==> src/rtl/stream_decoder.sv <==
// ---------------------------------------------------------------------------
// stream_decoder
//
// Converts a unipolar stochastic bitstream back into a binary count. After a
// start request the block waits SKIP cycles so upstream generator and neuron
// pipeline registers can flush, then counts the ones present on bit_in over a
// window of 2^WINDOW_BITS cycles. The result is presented on a valid/ready
// handshake and held until the consumer accepts it.
//
// Ports
//   clk        in   rising-edge clock
//   n_rst      in   asynchronous active-low reset
//   bit_in     in   stochastic bitstream, one bit per cycle
//   start      in   request a new measurement (accepted in IDLE, or in HOLD
//                   on the handshake edge for back-to-back operation)
//   out_ready  in   consumer accepts value
//   value      out  count of ones in the window, 0 .. 2^WINDOW_BITS
//   out_valid  out  value is valid
//   busy       out  high whenever the decoder is not idle
//
// All outputs come straight from registers.
// ---------------------------------------------------------------------------
module stream_decoder #(
   parameter int WINDOW_BITS = 8,
   parameter int SKIP        = 2
) (
   input  logic                   clk,
   input  logic                   n_rst,
   input  logic                   bit_in,
   input  logic                   start,
   input  logic                   out_ready,
   output logic [WINDOW_BITS:0]   value,
   output logic                   out_valid,
   output logic                   busy
);

   localparam logic [1:0] ST_IDLE   = 2'd0;
   localparam logic [1:0] ST_SETTLE = 2'd1;
   localparam logic [1:0] ST_COUNT  = 2'd2;
   localparam logic [1:0] ST_HOLD   = 2'd3;

   // With no settle period a measurement starts sampling on the very next edge.
   localparam logic [1:0] ST_FIRST = (SKIP > 0) ? ST_SETTLE : ST_COUNT;

   // Skip counter must be able to hold the value SKIP (it increments on every
   // settle edge, including the last one); keep at least one bit for SKIP=0.
   localparam int                SKIP_W      = (SKIP > 0) ? $clog2(SKIP + 1) : 1;
   localparam logic [SKIP_W-1:0] SKIP_LAST   = SKIP_W'((SKIP > 0) ? SKIP - 1 : 0);
   localparam logic [WINDOW_BITS-1:0] SAMPLE_LAST = '1;

   logic [1:0]             r_state;
   logic [SKIP_W-1:0]      r_skip_cnt;
   logic [WINDOW_BITS-1:0] r_sample_cnt;
   logic [WINDOW_BITS:0]   r_acc;
   logic [WINDOW_BITS:0]   r_value;
   logic                   r_out_valid;
   logic                   r_busy;

   logic                   w_accept;
   logic [WINDOW_BITS:0]   w_acc_next;

   // A start is only honoured when nothing is in flight: from IDLE, or on the
   // edge that completes the HOLD handshake. Starts during SETTLE/COUNT are
   // dropped, not queued.
   assign w_accept   = start && ((r_state == ST_IDLE) ||
                                 ((r_state == ST_HOLD) && out_ready));

   // The accumulator is one bit wider than the sample counter, so a window of
   // all ones lands exactly on 2^WINDOW_BITS without wrapping.
   assign w_acc_next = r_acc + {{WINDOW_BITS{1'b0}}, bit_in};

   // NOTE: every register here is written with non-blocking assignments so all
   // of them update together from the values present before the edge; blocking
   // assignments would let later lines see half-updated state.
   always_ff @(posedge clk or negedge n_rst) begin
      if (!n_rst) begin
         // NOTE: the reset clears every piece of state, including the counters
         // and accumulator, so an aborted window leaves no residue behind.
         r_state      <= ST_IDLE;
         r_skip_cnt   <= '0;
         r_sample_cnt <= '0;
         r_acc        <= '0;
         r_value      <= '0;
         r_out_valid  <= 1'b0;
         r_busy       <= 1'b0;
      end else begin
         case (r_state)
            ST_IDLE: begin
               // Leaving IDLE is handled by the w_accept block below.
            end

            ST_SETTLE: begin
               // bit_in is deliberately ignored while the pipeline flushes.
               r_skip_cnt <= r_skip_cnt + 1'b1;
               if (r_skip_cnt == SKIP_LAST) begin
                  r_state <= ST_COUNT;
               end
            end

            ST_COUNT: begin
               r_acc        <= w_acc_next;
               r_sample_cnt <= r_sample_cnt + 1'b1;   // wraps to 0 on the terminal edge
               if (r_sample_cnt == SAMPLE_LAST) begin
                  // Include the bit on the terminal edge itself.
                  r_value     <= w_acc_next;
                  r_out_valid <= 1'b1;
                  r_state     <= ST_HOLD;
               end
            end

            ST_HOLD: begin
               if (out_ready) begin
                  r_out_valid <= 1'b0;
                  r_state     <= ST_IDLE;
                  r_busy      <= 1'b0;
               end
            end

            default: begin
               r_state <= ST_IDLE;
               r_busy  <= 1'b0;
            end
         endcase

         // Accepting a start overrides whatever the case above chose, which
         // is how a HOLD handshake with start=1 chains straight into the next
         // measurement. value keeps its last result until the next terminal
         // edge overwrites it.
         if (w_accept) begin
            r_state      <= ST_FIRST;
            r_busy       <= 1'b1;
            r_skip_cnt   <= '0;
            r_sample_cnt <= '0;
            r_acc        <= '0;
         end
      end
   end

   assign value     = r_value;
   assign out_valid = r_out_valid;
   assign busy      = r_busy;

endmodule

==> config.mk <==
export PLATFORM = sky130hd
export DESIGN_NAME = stream_decoder
export DESIGN_NICKNAME = d
export VERILOG_FILES = /design/src/rtl/stream_decoder.sv
export SDC_FILE = /design/constraint.sdc
export NUM_CORES = 1
export LEC_CHECK = 0
export CAP_MARGIN = 40
export CORE_ASPECT_RATIO = 0.75
export CORE_MARGIN = 2
export CORE_UTILIZATION = 50
export DETAILED_ROUTE_END_ITERATION = 7
export DONT_BUFFER_PORTS = 1
export PLACE_DENSITY_LB_ADDON = 0.08
export SYNTH_ARGS = -nofsm -noshare
export SYNTH_HDL_FRONTEND = slang
export SYNTH_SLANG_ARGS = --single-unit
==> constraint.sdc <==
create_clock -name clk -period 2.05 [get_ports clk]
set_clock_uncertainty 0.2 [all_clocks]
set_input_delay 0.41 -clock clk [delete_from_list [all_inputs] [get_ports clk]]
set_output_delay 0.41 -clock clk [all_outputs]
set_load 0.005 [all_outputs]
# ---- Yosys cells after proc, flatten, opt, wreduce, memory -nomap -nowiden
# Index checks and enable logic that the tools add are counted.
dict set report totals {
  regBits 32
  latch_bits 0
  mem_bits_rw 0
  rom_bits 0
  input_bits 5
  out_inout_bits 11
  elab_cells 50
  memories 0
}
dict set report classes {
  addsub 3
  multipliers 0
  div_mod_pow 0
  magnitude_cmp 0
  n_eq_ne 10
  n_shift 0
  mux 16
  n_bitwise 0
  reduce_logical 14
}
# operator count
set op_table {}
lappend op_table {{two-way mux 9 bit} 2}
lappend op_table {{two-way mux 8 bit} 2}
lappend op_table {{two-way mux 2 bit} 6}
lappend op_table {{nonzero test 2 bit} 5}
lappend op_table {{adder 9 x 1 -> 9 bit} 1}
lappend op_table {{!= test 3 bit, second input constant} 3}
lappend op_table {{adder 8 x 1 -> 8 bit, second input constant} 1}
lappend op_table {{== test 8 bit, second input constant} 1}
lappend op_table {{case mux 2 bit (3 select lines)} 1}
lappend op_table {{== test 2 x 1 -> 1 bit, second input constant} 2}
lappend op_table {{== test 2 bit, second input constant} 2}
lappend op_table {{two-way mux 1 bit} 4}
lappend op_table {{!= test 2 bit, second input constant} 2}
lappend op_table {{AND reduction 2 bit} 2}
lappend op_table {{AND reduction 4 bit} 1}
lappend op_table {{nonzero test 4 bit} 1}
lappend op_table {{AND reduction 3 bit} 1}
lappend op_table {{adder 2 x 1 -> 2 bit, second input constant} 1}
lappend op_table {{logical AND 1 bit} 2}
lappend op_table {{logical NOT 2 bit} 1}
lappend op_table {{case mux 1 bit (2 select lines)} 1}
lappend op_table {{logical OR 1 bit} 1}

# ---- Logic depth before layout (Yosys ltp)
dict set report depth {
  depth_word 6
  depth_mapped 8
  depth_no_buf 6
}

# ---- Worst setup path before layout
# OpenSTA, ideal clock, no wires.
dict set report synth_timing {
  kind {register to register}
  start {reg r_state[0]}
  end {reg r_value[0], in the netlist value[0]}
  arrival_time_ns 1.645
  path_slack_ns 0.080
  path_stages_with_launch 7
  path_buffers 1
  cell_sequence {dfrtp_1 > inv_1 > ha_1 > and3_1 > or3b_1 > buf_6 > mux2_4}
}
dict set report synth_between {
  elab_chain_cells 2
}
# element line_no
set synth_rtl {}
lappend synth_rtl {{start: declaration} 51} ;# logic [1:0] r_state;
lappend synth_rtl {{start signal: assignment} 79} ;# r_state <= ST_IDLE;
lappend synth_rtl {{start signal: assignment} 96} ;# r_state <= ST_COUNT;
lappend synth_rtl {{start signal: assignment} 107} ;# r_state <= ST_HOLD;
lappend synth_rtl {{== test 2 bit} 87} ;# case (r_state)
lappend synth_rtl {{AND reduction 2 bit (no line)} --}
lappend synth_rtl {{end signal: assignment} 105} ;# r_value <= w_acc_next;
lappend synth_rtl {{end: declaration} 55} ;# logic [WINDOW_BITS:0] r_value;
# Every way passes these cells.
# A chain may end at the register's enable or synchronous reset.

# ---- Worst setup path in the final report
dict set report layout_timing {
  start {reg r_state[0]}
  end {reg r_sample_cnt[5]}
}
dict set report layout_between {
  elab_chain_cells 5
}
# element line_no
set layout_rtl {}
lappend layout_rtl {{== test 2 bit} 66} ;# ((r_state == ST_HOLD) && out_ready));
lappend layout_rtl {{logical AND 1 bit} 66}
lappend layout_rtl {{logical OR 1 bit} 65} ;# assign w_accept = start && ((r_state == ST_IDLE) ||
lappend layout_rtl {{logical AND 1 bit} 65}
lappend layout_rtl {{two-way mux 8 bit or nonzero test 2 bit (tied branches)} --}
lappend layout_rtl {{end signal: assignment} 102} ;# r_sample_cnt <= r_sample_cnt + 1'b1;
lappend layout_rtl {{end: declaration} 53} ;# logic [WINDOW_BITS-1:0] r_sample_cnt;
# Several ways; a longest one is shown, not always the timed one.

==> results.md <==
- Result of the run: complete, no violations
- Via count of the first global-routing pass: 1,069
- Maximum number of buffers from clock root to sink: 2
- Commonest cells after routing, fill and taps aside: 32 x sky130_fd_sc_hd__dfrtp_1, 20 x sky130_fd_sc_hd__nor2_1, 14 x sky130_fd_sc_hd__nand2_1, 13 x sky130_fd_sc_hd__xor2_1, 9 x sky130_fd_sc_hd__ha_1
- Pin count of the biggest net entering global routing: 33
- Number of synthesized flops with an enable pin: 0
- Remaining antenna violation count after routing: 0
- Max stage delay cell, worst path: sky130_fd_sc_hd__dfrtp_1
- Setup Crit Path Kind: flip-flop to flip-flop
- Ratio of cells with drive above 1 in the final layout: about 16%
- Routability Congestion: about 0.82
- Place WS: 0.0479 ns
- Net Count, Synth: ~170
- WL final: ~2800 um
- Effective utilization at floorplan: a little over half
- Share of the cycle needed by the critical path after routing: 95.5%
- Async set-or-reset flop fraction in the synthesized netlist: 100%
- Setup-failing EPs final: 0
- Critical path launch point type: flip-flop
- Clk Latency, worst-skew pair: between 0.2 and 0.3 ns
- TritonCTS buffer count: 5
- Total number of placement rows: 17
- Final hold violation count: 0
- Class of the tightest hold or removal check: input port to flip-flop
- Filler Cells Inserted: about 240
- Worst-case hold slack: between 0.15 and 0.2 ns
- Fin crit period: between 1.5 and 2 ns
- Critical path buffers and inverters: 3
- Setup WS post-layout: just over 0.09 ns
- First-pass GRT wire length: about 4900 um
- Antenna violations before repair: 0
- Die height: roughly 54 um
- Maxcap violations: 0
- Worst Max-Slew Pin Slew: about 0.24 ns
- Largest voltage drop on the vdd net: 633 uV
- Area growth from synthesis to layout: 12.1%
- Ant. Diodes: 0
- Ports: 16
- Yosys reg bits: 32
- GRT Overall Usage: between 10% and 20%
- Ordered list of cells on the worst path: inv_1, ha_1, buf_4, nand4_1, buf_4, or3_1, a21oi_1
- Root cell of the clock tree: sky130_fd_sc_hd__clkbuf_8
- Level count of the clock H-tree: 2
- Most common cell type on the critical path: sky130_fd_sc_hd__buf_4
- Leak Pwr: about 0.86 nW
- Placed wire-length estimate: about 2000 um
- Remaining global-route overflow: 0
- Vias: 1,077
- Post-route setup TNS: 0 ns
- Number of iterations in the first detailed-routing pass: 4
- Number of buffer cells added on primary ports: 0
- Floorplan die area: 3760 sq um
- Post-DR wirelength/cell: ~13 um
- Synthesized netlist cell count: about 160
- Synthesized area divided by synthesized cell count: 10.3 sq um
- Sequential share of the synthesized area: between 40% and 50%
- Largest stage delay on the critical path: 0.38 ns
- Worst-path fanout max: 13
- Number of synthesis warnings: 0
- Number of distinct library cells after synthesis: 33
- Top achievable clock speed: 0.511 GHz
- Data required time at the worst endpoint: between 2 and 2.5 ns
- Endpoint type of the worst setup path: flip-flop
- Per-cell via count in the routed design: a little over 5
- Number of slew-limit violations in the final report: 0
- CTS tree: done
- Number of remaining DRC errors: 0
- First DRT Iteration DRCs: 44
- Relative max-transition margin: 84.1%
- Crit-path leading delay family: buffers and inverters
- Leading register cell type out of synthesis: sky130_fd_sc_hd__dfrtp_1
- Number of nets in the final layout: 183
- Clock transition time at the flip-flop clock pins of the worst setup and hold paths: 0.06 ns
- Area of the core: 3040 sq um
- Sink count of the clock tree: 32
- Power per cell area: 1050 nW/um^2
- Worst Path Arrival: between 1.5 and 2 ns
- Area of the mapped netlist: ~1600 sq um
- Floorplan die width: around 70 um
- Most common cell after layout, fill and taps aside: sky130_fd_sc_hd__dfrtp_1
per-stage QoR:
| stage | area, sq um | instances | total power, W | utilization (%) |
|---|---|---|---|---|
| floorplan | 1640 | 159 | 0.00128 | - |
| global placement | 1700 | 196 | 0.00142 | 55.9 |
| detailed placement | 1700 | 196 | 0.00144 | 55.9 |
| CTS | 1820 | 206 | 0.00196 | 59.9 |
| global route | 1840 | 208 | 0.00210 | 60.5 |
| finish | 1840 | 208 | 0.00194 | 60.5 |
cells by family (layout without fill, tap and decap cells):
group,Yosys count,after routing,share of synthesized area (%)
multiplexers,8,8,5.64
AND/OR/NAND/NOR,57,57,16.9
buffers and inverters,12,23,3.97
adder cells (fa/ha/maj),9,9,6.87
flip-flops,32,32,48.8
XOR/XNOR,18,18,9.61
AO/OA/AOI/OAI,23,23,8.24
area by class of cell:
type | count | area [sq um] | area share [%]
flip-flops and latches | 32 | 801 | 43.5
multi-input cells | 115 | 777 | 42.2
repair buffers | 10 | 103 | 5.58
clock buffers | 6 | 82.6 | 4.49
well taps | 38 | 47.5 | 2.59
inverters | 5 | 18.8 | 1.02
clock inverters | 2 | 10.0 | 0.544
worst paths after layout:
path | depth (start not counted) | slack [ns] | endpoint | from
setup / recovery | 7 | 0.09 | r_sample_cnt[5] | r_state[0]
hold / removal | 2 | 0.19 | busy | out_ready
setup reg to reg | 7 | 0.09 | r_sample_cnt[5] | r_state[0]
hold reg to reg | 2 | 0.31 | value[6] | value[6]
max in group asynchronous | 2 | 1.11 | r_skip_cnt[0] | n_rst
min in group asynchronous | 2 | 0.37 | r_state[1] | n_rst
synth_stat cells (all sizes together) (4+ instances only):
cell / n / area (sq um)
nand2: 15 / 58.8
o21ai: 14 / 81.3
nor2: 20 / 75.1
nand4: 6 / 43.8
mux2: 4 / 52.6
buf: 4 / 25.0
xor2: 13 / 114
dfrtp: 32 / 801
a21oi: 6 / 30.0
mux2i: 4 / 40.0
xnor2: 5 / 43.8
inv: 5 / 18.8
or3: 4 / 26.3
nand3: 6 / 30.0
ha: 9 / 113
timing repair:
item / in CTS / in global routing
hold buffers: 2 / 0
hold endpoints to repair: 32 / 0
setup endpoints to repair: 0 / 8
resized for setup: 0 / 1
buffers inserted: 0 / 2
layer usage:
layer  global-route usage [%]  vias up  share of wire (%)
met4                     7.05        0               0.68
met2                     26.8       11                 43
met5                        0        -                  0
met3                     5.24        4                3.2
li1                         -      557                  -
met1                     22.9      505                 53
state kept, by name, indices dropped and copies added, names as in the netlist:
signal / count
r_state: 2
r_skip_cnt: 2
out_valid: 1
busy: 1
value: 9
r_acc: 9
r_sample_cnt: 8
report_power, final:
group,internal (W),leakage [nW],switching [W]
combinational,0.000290,0.379,0.000333
clock,0.000267,0.0510,0.000217
sequential,0.000739,0.428,0.0000891
worst reg2reg max path, delay by kind of cell (launching register included):
family                     cells  cell delay (ns)
buffers and inverters          3             0.50
and+or+nand+nor                2             0.49
DFF                            1             0.38
adders and majority gates      1             0.17
AOI/OAI and AO/OA              1             0.15
(Power assumes the default switching activity.)
